<file path="config.mk">
export PLATFORM = sky130hd
export DESIGN_NAME = mario_game_ctrl_flat
export DESIGN_NICKNAME = d
export VERILOG_FILES = /design/src/rtl/mario_game_ctrl_if.sv /design/src/rtl/mario_game_ctrl.sv /design/src/flat_wrapper.sv
export SDC_FILE = /design/constraint.sdc
export NUM_CORES = 1
export LEC_CHECK = 0
export BUFFER_PORTS_ARGS = -buffer_cell sky130_fd_sc_hd__buf_2
export CAP_MARGIN = 20
export CORE_MARGIN = 2
export CORE_UTILIZATION = 57
export DETAILED_ROUTE_END_ITERATION = 10
export PLACE_DENSITY = 0.84
export SLEW_MARGIN = 10
export SYNTH_ARGS = -nofsm -noshare
export SYNTH_HDL_FRONTEND = slang
export SYNTH_SLANG_ARGS = --single-unit
</file>
<file path="constraint.sdc">
create_clock -name clk -period 4.2 [get_ports clk]
set_clock_uncertainty 0.2 [all_clocks]
set_input_delay 0.21 -clock clk [delete_from_list [all_inputs] [get_ports clk]]
set_output_delay 0.21 -clock clk [all_outputs]
set_load 0.05 [all_outputs]
</file>
<file path="src/rtl/mario_game_ctrl_if.sv">
// Control/status bundle between the Mario game sequencer and its datapath and buttons.
// The master side drives the buttons and status flags. The slave side is the sequencer.
interface mario_game_if;
    logic go;
    logic jump;
    logic right;
    logic left;
    logic ground;
    logic pipe;
    logic next;
    logic flag;
    logic dead;

    logic start;
    logic drStage1;
    logic drStage2;
    logic drStage3;
    logic lvl1;
    logic lvl2;
    logic lvl3;
    logic erM;
    logic jumping;
    logic falling;
    logic game_over;
    logic win;

    modport master (
        output go, jump, right, left, ground, pipe, next, flag, dead,
        input  start, drStage1, drStage2, drStage3, lvl1, lvl2, lvl3,
        input  erM, jumping, falling, game_over, win
    );

    modport slave (
        input  go, jump, right, left, ground, pipe, next, flag, dead,
        output start, drStage1, drStage2, drStage3, lvl1, lvl2, lvl3,
        output erM, jumping, falling, game_over, win
    );
endinterface

</file>
<file path="src/rtl/mario_game_ctrl.sv">
// Game phase sequencer for the Mario position datapath. It issues one strobe per movement tick
// and sequences the level changes, death and win.
module mario_game_ctrl #(
    parameter int TICK_DIV    = 4,
    parameter int JUMP_HEIGHT = 24
) (
    input  logic          clk,
    input  logic          reset,
    mario_game_if.slave   bus
);
    localparam int TW = (TICK_DIV > 1) ? $clog2(TICK_DIV) : 1;
    localparam int JW = $clog2(JUMP_HEIGHT + 1);

    typedef enum logic [3:0] {
        S_IDLE, S_INIT, S_DRAW, S_WAIT, S_STEP, S_COMMIT, S_ADVANCE, S_DEAD, S_WIN
    } state_t;

    typedef enum logic [1:0] {
        STEP_MOVE, STEP_JUMP, STEP_FALL
    } step_t;

    state_t          r_state;
    state_t          w_state_next;
    step_t           r_step;
    step_t           w_step_next;
    logic [1:0]      r_level;
    logic [1:0]      w_level_next;
    logic [JW-1:0]   r_jump_cnt;
    logic [JW-1:0]   w_jump_cnt_next;
    logic [TW-1:0]   r_tick_cnt;
    logic            w_tick;
    logic            w_advance;

    assign w_tick    = (r_tick_cnt == TW'(TICK_DIV - 1));
    assign w_advance = (bus.pipe && r_level == 2'd1) ||
                       (bus.next && r_level == 2'd2) ||
                       (bus.flag && r_level == 2'd3);

    always_ff @(posedge clk or posedge reset) begin
        if (reset) begin
            r_tick_cnt <= '0;
        end else if (w_tick) begin
            r_tick_cnt <= '0;
        end else begin
            r_tick_cnt <= r_tick_cnt + 1'b1;
        end
    end

    always_ff @(posedge clk or posedge reset) begin
        if (reset) begin
            r_state    <= S_IDLE;
            r_step     <= STEP_MOVE;
            r_level    <= 2'd0;
            r_jump_cnt <= '0;
        end else begin
            r_state    <= w_state_next;
            r_step     <= w_step_next;
            r_level    <= w_level_next;
            r_jump_cnt <= w_jump_cnt_next;
        end
    end

    always_comb begin
        w_state_next    = r_state;
        w_step_next     = r_step;
        w_level_next    = r_level;
        w_jump_cnt_next = r_jump_cnt;
        case (r_state)
            S_IDLE: begin
                if (bus.go) begin
                    w_level_next = 2'd1;
                    w_state_next = S_INIT;
                end
            end
            S_INIT: begin
                w_jump_cnt_next = '0;
                w_state_next    = S_DRAW;
            end
            S_DRAW:   w_state_next = S_COMMIT;
            S_STEP:   w_state_next = S_COMMIT;
            S_COMMIT: w_state_next = S_WAIT;
            S_WAIT: begin
                // Decisions are made only on a tick. The first matching rule wins.
                if (w_tick) begin
                    if (bus.dead && r_level == 2'd1) begin
                        w_state_next = S_DEAD;
                    end else if (w_advance) begin
                        w_state_next = S_ADVANCE;
                    end else if (r_jump_cnt != '0) begin
                        w_state_next    = S_STEP;
                        w_step_next     = STEP_JUMP;
                        w_jump_cnt_next = r_jump_cnt - 1'b1;
                    end else if (!bus.ground) begin
                        w_state_next = S_STEP;
                        w_step_next  = STEP_FALL;
                    end else if (bus.jump) begin
                        w_state_next    = S_STEP;
                        w_step_next     = STEP_JUMP;
                        w_jump_cnt_next = JW'(JUMP_HEIGHT - 1);
                    end else if (bus.right ^ bus.left) begin
                        w_state_next = S_STEP;
                        w_step_next  = STEP_MOVE;
                    end
                end
            end
            S_ADVANCE: begin
                if (r_level == 2'd3) begin
                    w_state_next = S_WIN;
                end else begin
                    w_level_next = r_level + 2'd1;
                    w_state_next = S_INIT;
                end
            end
            S_DEAD: begin
                if (bus.go) begin
                    w_level_next    = 2'd1;
                    w_jump_cnt_next = '0;
                    w_state_next    = S_INIT;
                end
            end
            S_WIN: begin
                if (bus.go) begin
                    w_level_next = 2'd1;
                    w_state_next = S_INIT;
                end
            end
            default: w_state_next = S_IDLE;
        endcase
    end

    // Every output is decoded from registered state. This keeps the strobes glitch-free and
    // mutually exclusive.
    always_comb begin
        bus.start     = (r_state == S_INIT);
        bus.drStage1  = (r_state == S_DRAW) && (r_level == 2'd1);
        bus.drStage2  = (r_state == S_DRAW) && (r_level == 2'd2);
        bus.drStage3  = (r_state == S_DRAW) && (r_level == 2'd3);
        bus.erM       = (r_state == S_STEP) && (r_step == STEP_MOVE);
        bus.jumping   = (r_state == S_STEP) && (r_step == STEP_JUMP);
        bus.falling   = (r_state == S_STEP) && (r_step == STEP_FALL);
        bus.lvl1      = (r_level == 2'd1);
        bus.lvl2      = (r_level == 2'd2);
        bus.lvl3      = (r_level == 2'd3);
        bus.game_over = (r_state == S_DEAD);
        bus.win       = (r_state == S_WIN);
    end
endmodule

</file>
<file path="src/flat_wrapper.sv">
// flat-port wrapper written by rule: the top's interface ports become plain ports
module mario_game_ctrl_flat 
#(
    parameter int TICK_DIV    = 4,
    parameter int JUMP_HEIGHT = 24
)
  (clk, reset, bus_go, bus_jump, bus_right, bus_left, bus_ground, bus_pipe, bus_next, bus_flag, bus_dead, bus_start, bus_drStage1, bus_drStage2, bus_drStage3, bus_lvl1, bus_lvl2, bus_lvl3, bus_erM, bus_jumping, bus_falling, bus_game_over, bus_win);
  mario_game_if bus_i ();
  input  logic clk;
  input  logic reset;
  input wire logic [$bits(bus_i.go)-1:0] bus_go;
  input wire logic [$bits(bus_i.jump)-1:0] bus_jump;
  input wire logic [$bits(bus_i.right)-1:0] bus_right;
  input wire logic [$bits(bus_i.left)-1:0] bus_left;
  input wire logic [$bits(bus_i.ground)-1:0] bus_ground;
  input wire logic [$bits(bus_i.pipe)-1:0] bus_pipe;
  input wire logic [$bits(bus_i.next)-1:0] bus_next;
  input wire logic [$bits(bus_i.flag)-1:0] bus_flag;
  input wire logic [$bits(bus_i.dead)-1:0] bus_dead;
  output wire logic [$bits(bus_i.start)-1:0] bus_start;
  output wire logic [$bits(bus_i.drStage1)-1:0] bus_drStage1;
  output wire logic [$bits(bus_i.drStage2)-1:0] bus_drStage2;
  output wire logic [$bits(bus_i.drStage3)-1:0] bus_drStage3;
  output wire logic [$bits(bus_i.lvl1)-1:0] bus_lvl1;
  output wire logic [$bits(bus_i.lvl2)-1:0] bus_lvl2;
  output wire logic [$bits(bus_i.lvl3)-1:0] bus_lvl3;
  output wire logic [$bits(bus_i.erM)-1:0] bus_erM;
  output wire logic [$bits(bus_i.jumping)-1:0] bus_jumping;
  output wire logic [$bits(bus_i.falling)-1:0] bus_falling;
  output wire logic [$bits(bus_i.game_over)-1:0] bus_game_over;
  output wire logic [$bits(bus_i.win)-1:0] bus_win;
  assign bus_i.go = bus_go;
  assign bus_i.jump = bus_jump;
  assign bus_i.right = bus_right;
  assign bus_i.left = bus_left;
  assign bus_i.ground = bus_ground;
  assign bus_i.pipe = bus_pipe;
  assign bus_i.next = bus_next;
  assign bus_i.flag = bus_flag;
  assign bus_i.dead = bus_dead;
  assign bus_start = bus_i.start;
  assign bus_drStage1 = bus_i.drStage1;
  assign bus_drStage2 = bus_i.drStage2;
  assign bus_drStage3 = bus_i.drStage3;
  assign bus_lvl1 = bus_i.lvl1;
  assign bus_lvl2 = bus_i.lvl2;
  assign bus_lvl3 = bus_i.lvl3;
  assign bus_erM = bus_i.erM;
  assign bus_jumping = bus_i.jumping;
  assign bus_falling = bus_i.falling;
  assign bus_game_over = bus_i.game_over;
  assign bus_win = bus_i.win;
  mario_game_ctrl #(.TICK_DIV(TICK_DIV), .JUMP_HEIGHT(JUMP_HEIGHT)) u_core (.clk(clk), .reset(reset), .bus(bus_i));
endmodule
</file>
# Yosys cells after proc, flatten, opt, wreduce, memory -nomap -nowiden
# Cells that the tools add are included.
dict set report totals {
  output_inout_bits 12
  regBits 15
  word_cells 84
  input_bits 11
}
dict set report op_classes {
  add_sub_neg 3
  reduce_logical 23
  n_eq_ne 24
  bitwise_logic 3
  muxes 26
}
# cell n
set op_table {}
lappend op_table {{4-bit two-way mux} 9}
lappend op_table {{5-bit two-way mux} 7}
lappend op_table {{4-bit case mux with 6 select lines} 1}
lappend op_table {{4-bit by 3-bit == test with 1-bit output (second input constant)} 4}
lappend op_table {{5-bit case mux with 3 select lines} 1}
lappend op_table {{2-bit two-way mux} 7}
lappend op_table {{1-bit logical AND} 10}
lappend op_table {{2-bit == test (second input constant)} 4}
lappend op_table {{4-bit by 2-bit == test with 1-bit output (second input constant)} 2}
lappend op_table {{2-bit inequality test (second input constant)} 4}
lappend op_table {{7-bit by 3-bit inequality test with 1-bit output (second input constant)} 1}
lappend op_table {{7-bit AND reduction} 1}
lappend op_table {{3-bit by 2-bit inequality test with 1-bit output (second input constant)} 2}
lappend op_table {{3-bit AND reduction} 2}
lappend op_table {{5-bit AND reduction} 1}
lappend op_table {{5-bit nonzero test} 1}
lappend op_table {{5-bit by 1-bit subtractor with 5-bit output (second input constant)} 1}
lappend op_table {{2-bit by 1-bit adder with 2-bit output (second input constant)} 2}
lappend op_table {{2-bit by 1-bit == test with 1-bit output (second input constant)} 2}
lappend op_table {{4-bit by 1-bit == test with 1-bit output (second input constant)} 1}
lappend op_table {{4-bit == test (second input constant)} 1}
lappend op_table {{4-bit zero test} 1}
lappend op_table {{2-bit by 1-bit inequality test with 1-bit output (second input constant)} 2}
lappend op_table {{4-bit by 2-bit inequality test with 1-bit output (second input constant)} 1}
lappend op_table {{9 further kinds} 11}

# Logic depth before layout (Yosys ltp)
dict set report depth {
  ltp_word 9
  mapped_depth 6
  ltp_nobuf 6
}

# Worst setup path after synthesis
# OpenSTA, ideal clock, no wires.
dict set report synth_path {
  kind {flip-flop to output port}
  start {register u_core.r_state[1]}
  end {output bus_jumping}
  stages_incl_launch_ff 5
  setup_slack_ps 1310
  required_ps 3790
  path_buffers 2
  t_arrival_ps 2480
  path_cell_list {dfrtp_1 > clkbuf_1 > buf_1 > nor2_1 > nor4b_1}
}
dict set report synth_between {
  elab_chain_cells 2
}
# item line
set synth_rtl {}
lappend synth_rtl {{start: declaration} mario_game_ctrl.sv:22} ;# state_t r_state;
lappend synth_rtl {{start signal: assignment} mario_game_ctrl.sv:56} ;# r_state <= w_state_next;
lappend synth_rtl {{4-bit by 3-bit == test with 1-bit output} mario_game_ctrl.sv:139} ;# bus.jumping = (r_state == S_STEP) && (r_step == STEP_JUMP);
lappend synth_rtl {{1-bit logical AND} mario_game_ctrl.sv:139}
lappend synth_rtl {{end: declaration} flat_wrapper.sv:28} ;# output wire logic [$bits(bus_i.jumping)-1:0] bus_jumping;
# No other way between the ends.

# Final worst setup path
dict set report layout_path {
  start {register u_core.r_jump_cnt[0]}
  end {register u_core.r_state[0]}
}
dict set report layout_between {
  elab_chain_cells 6
  elab_cells_between_ends 8
  classes_between {1 x eq/ne; 5 x mux; 2 x reduce/logical}
}
# item line
set layout_rtl {}
lappend layout_rtl {{start: declaration} mario_game_ctrl.sv:28} ;# logic [JW-1:0] r_jump_cnt;
lappend layout_rtl {{start signal: assignment} mario_game_ctrl.sv:59} ;# r_jump_cnt <= w_jump_cnt_next;
lappend layout_rtl {{5-bit nonzero test *} mario_game_ctrl.sv:89} ;# end else if (r_jump_cnt != '0) begin
lappend layout_rtl {{4-bit two-way mux} mario_game_ctrl.sv:89}
lappend layout_rtl {{4-bit two-way mux} mario_game_ctrl.sv:87} ;# end else if (w_advance) begin
lappend layout_rtl {{4-bit two-way mux} mario_game_ctrl.sv:85} ;# if (bus.dead && r_level == 2'd1) begin
lappend layout_rtl {{4-bit two-way mux} mario_game_ctrl.sv:84} ;# if (w_tick) begin
lappend layout_rtl {{4-bit case mux with 6 select lines} mario_game_ctrl.sv:68} ;# case (r_state)
# Every way passes the cells marked *; elsewhere a longest branch is shown, timed or not. The select of a mux whose other input is x is not followed.
# A chain may end at the register's enable or synchronous reset.

==> metrics.sh <==
N_FILL_CELL=155
FIN_CELLS=173
SYNTH_TOP_FAMILY_BY_AREA='simple AND/OR/NAND/NOR gates'
MET3_LENGTH_UM=129
TOP_LAYER_USED='met4'
SYN-INSTANCE-COUNT=126
YOSYS.AREA_SHARE.ADDER_PCT=5.688
CRIT_PATH_FREQUENT_CELL='or4b_4'
DIEAREA_UM2=2297
SETUP_VIOL=0
POST-ROUTE-CELL-AREA_UM2=1261
POSTSYNTH.ASYNCRESETSHARE_PCT=100.0
GRT_START_MAX_NET_PINS=21
VIASPERCELL=5.954
FIRST_PASS_ITERS=4
FINALHOLDVIOLCOUNT=0
PEAKVDDDROP_mV=0.4974
WORST-SETUP-PATH-TYPE='reg -> reg'
SYNTH.AREA.MUX_SHARE_PCT=1.934
FLOORPLAN.ROWS=15
P_INT_uW=448.5
DETAILROUTE.VIA_COUNT=1030
CP-END-KIND='register'
WIRELENGTH_MET1_UM=1123
CLOCK_TREE_SINKS=15
CRITICAL_PATH.CELL_CHAIN='inv_1, ha_1, or4b_4, or4b_4, o21ai_2, mux2_1'
CLK_PIN_SLEW_NS=0.08
LAYOUT_WORST_PATH_CYCLE_SHARE_PCT=61.63
DP_HPWL_UM=1916
FIN_UTIL_PCT=71.49
PLACED_CELLS=167
CTS-ROOT-BUF='clkbuf_4'
TRITONCTS_CLOCK_TREE='yes'
WORST_ENDPOINT_DATA_ARRIVAL_TIME_NS=2.56
FINALSETUPTNS_NS=0
SYNTH_EDF_COUNT=0
POWER.SEQUENTIAL.FRACTION_PCT=29.6
YOSYSSEQAREASHARE_PCT=34.13
PLACED_AREA_UM2=1219
YOSYS_WARNINGS=0
TIMING.SLEW.HEADROOM_PCT=49.14
RSZ0062_AT_GRT='false'
AGGREGATE_ROUTED_WIRE_LENGTH_UM=2516
CLOCK_PERIOD_MINUS_WORST_SLACK_NS=2.588
MET2_LENGTH_UM=1244
SYNTH_SIMPLE_GATE_AREA_SHARE_PCT=27.99
SYNTH-COMPOUND-AREA-SHARE_PCT=24.69
DESIGN.PORTCOUNT=23
CTS-BUFFERS-INSERTED=3
POST_DRT_WL_PER_CELL_UM=14.54
GLOBALROUTEOVERFLOWTOTAL=0
GRT_UTIL_ALL_LAYERS_PCT=25.73
SYNTH.CELL_AREA_UM2=1100
ANTENNA_VIOLATING_NETS_POST_ROUTE=0
DIEHEIGHT_UM=47.93
CRITICAL_PATH_START_TYPE='register'
MIN_PATH_TYPE='in -> reg'
YS_TYPES=48
CRIT_PATH_MAX_INCR_DELAY_NS=0.54
SWITCHING_SHARE_PCT=53.26
YS_SEQ_ELEMENTS=15
POST_CTS_RESIZED=0
ROUTABILITYCONGESTION=0.8820
WORSTMARGINPINSLEW_NS=0.7583
WORSTPATHMAXFANOUT=5
P_PER_AREA_nW_PER_UM2=760.7
POST_CTS_BUFFERS=0
NUM-NETS-FINAL=165
SYNTHESIS.NETS=142
CLOCK_TREE.BUFFER_DEPTH=2
RUN_STATUS='completed'
INITIAL_CORE_UTIL_PCT=62.34
HTREE_LEVELS=1
NUMBER_OF_BUFFERS_INSERTED_FOR_HOLD_REPAIR_AFTER_CLOCK_TREE_SYNTHESIS=1
DIE_X_UM=47.93
POWER.NET_SWITCHING_uW=511.0
FINAL_ROUTED_DRC_VIOLATION_TOTAL=0
P_LEAK_uW=0.0006070
SYNTH_AREA_PER_CELL_UM2=8.729
NUMPORTBUFFERS=22
WORST_HOLD_SLACK_ACROSS_ALL_ENDPOINTS_NS=0.03959
MAXIMUM_ACHIEVABLE_FREQUENCY_MHz=386.3
MAX_CAP_VIOLATIONS=0
DRT_ITER0_MARKERS=19
REPORT.FINAL.SLEW_VIOL_COUNT=0
ANTENNA_CELLS=0
COMBPWRFRAC_PCT=62.0
ANTENNA_FOUND_INITIAL=0
VIAS_IN_THE_FIRST_GLOBAL_ROUTE=885
FINAL_LAYOUT_SIZE_SUFFIX_GT1_SHARE_PCT=22.30
XOR_AND_XNOR_FRACTION_OF_THE_MAPPED_NETLIST_AREA_PCT=0.7964
SYNTH-MAIN-FF-CELL='dfrtp_1'
TIMING.CRITICAL_PATH.SLOWEST_STAGE_CELL='or4b_4'
CRITPATHREQUIREDTIME_NS=4.17
GRT_FIRST_PASS_WIRELENGTH_UM=4057
PLACEABLECOREAREA_UM2=1764
WORSTSKEWPAIRLATENCY_NS=0.28
P_CLK_SHARE_PCT=8.4
SYN2LAYOUT_AREA_GROWTH_PCT=14.68
-- critical path: cells and delay by family, from the launching register on --
kind                       cells  cell delay [ns]
muxes                          1             0.34
and+or+nand+nor                2             1.04
DFF                            1             0.40
AOI/OAI and AO/OA              1             0.19
adders and majority gates      1             0.22
buffers and inverters          1             0.08
-- stage by stage --
stage                     worst slack, ns  power [uW]
after global routing                1.512        1047
after CTS                           1.499       954.7
after detailed placement            1.511       871.3
after global placement              1.678       845.8
final                               1.612       959.5
after floorplan                     1.310       750.9
-- power groups by stage --
| stage | sequential (uW) | clock, uW | combinational [uW] |
|---|---|---|---|
| 5_1_grt | 298 | 93.4 | 655 |
| 2_1_floorplan | 233 | 0 | 518 |
| 3_3_place_gp | 280 | 0 | 566 |
| 3_5_place_dp | 287 | 0 | 585 |
| 4_1_cts | 283 | 84.2 | 587 |
| 6_report | 284 | 80.5 | 595 |
-- cell families (layout without fill, tap and decap cells) --
| group | after synthesis | in the layout |
|---|---|---|
| and+or+nand+nor | 52 | 52 |
| buffers and inverters | 14 | 36 |
| adders and majority gates | 5 | 5 |
| AOI/OAI and AO/OA | 37 | 37 |
| DFF | 15 | 15 |
| muxes | 2 | 2 |
| xor gates and xnor gates | 1 | 1 |
-- final timing paths --
path,startpoint,end,slack [ns],cells after the start
worst max-delay path,u_core.r_jump_cnt[0],u_core.r_state[0],1.61,6
worst min-delay path,bus_ground,u_core.r_step[1],0.04,3
worst max register to register,u_core.r_jump_cnt[0],u_core.r_state[0],1.61,6
worst min register to register,u_core.r_tick_cnt[0],u_core.r_tick_cnt[0],0.24,1
max in group asynchronous,reset,u_core.r_jump_cnt[3],3.09,3
min in group asynchronous,reset,u_core.r_step[1],0.33,3
-- cell type report --
class | count | area, um2 | area share [%]
sequential | 15 | 375.4 | 29.76
clock inverter | 1 | 5.005 | 0.3968
timing repair buffer | 24 | 125.1 | 9.921
multi-input combinational | 97 | 671.9 | 53.27
clock buffer | 3 | 22.52 | 1.786
tap | 25 | 31.28 | 2.480
inverter | 8 | 30.03 | 2.381
-- cells in the final DEF, fill, tap and decap left out, types with 4 or more instances in the layout --
cell type  netlist  final
buf_2            0     22
dfrtp_1         15     15
nand2_1         10     10
nor2_1           9      9
inv_1            8      8
nor4b_1          5      5
nand3_1          5      5
o21ai_0          5      5
ha_1             5      5
nor2b_1          4      4
and3_1           4      4
-- Yosys cell counts, types with 2 or more instances --
cell	count	area, um2
nand2_1	10	37.54
inv_1	8	30.03
a21oi_1	3	15.01
nor2_1	9	33.78
o21ai_0	5	25.02
nand2b_1	2	12.51
or4b_4	2	27.53
a22oi_1	3	22.52
nor4b_1	5	43.79
a31oi_1	3	18.77
clkbuf_1	5	18.77
nor2b_1	4	25.02
nor3_1	3	15.01
ha_1	5	62.56
o2bb2ai_1	3	26.28
dfrtp_1	15	375.4
and3_1	4	25.02
nand3_1	5	25.02
a211o_1	2	17.52
o21ai_1	2	10.01
-- routing by layer --
metal | up-vias | track usage [%]
met1 | 474 | 33.33
met3 | 2 | 7.547
met4 | 0 | 7.027
li1 | 524 | -
met5 | - | 0
met2 | 30 | 41.87
-- flip-flops by register name, summed over array words and instances (netlist names) --
| signal | cells |
|---|---|
| u_core.r_level | 2 |
| u_core.r_jump_cnt | 5 |
| u_core.r_step | 2 |
| u_core.r_state | 4 |
| u_core.r_tick_cnt | 2 |
(Power assumes the default switching activity.)
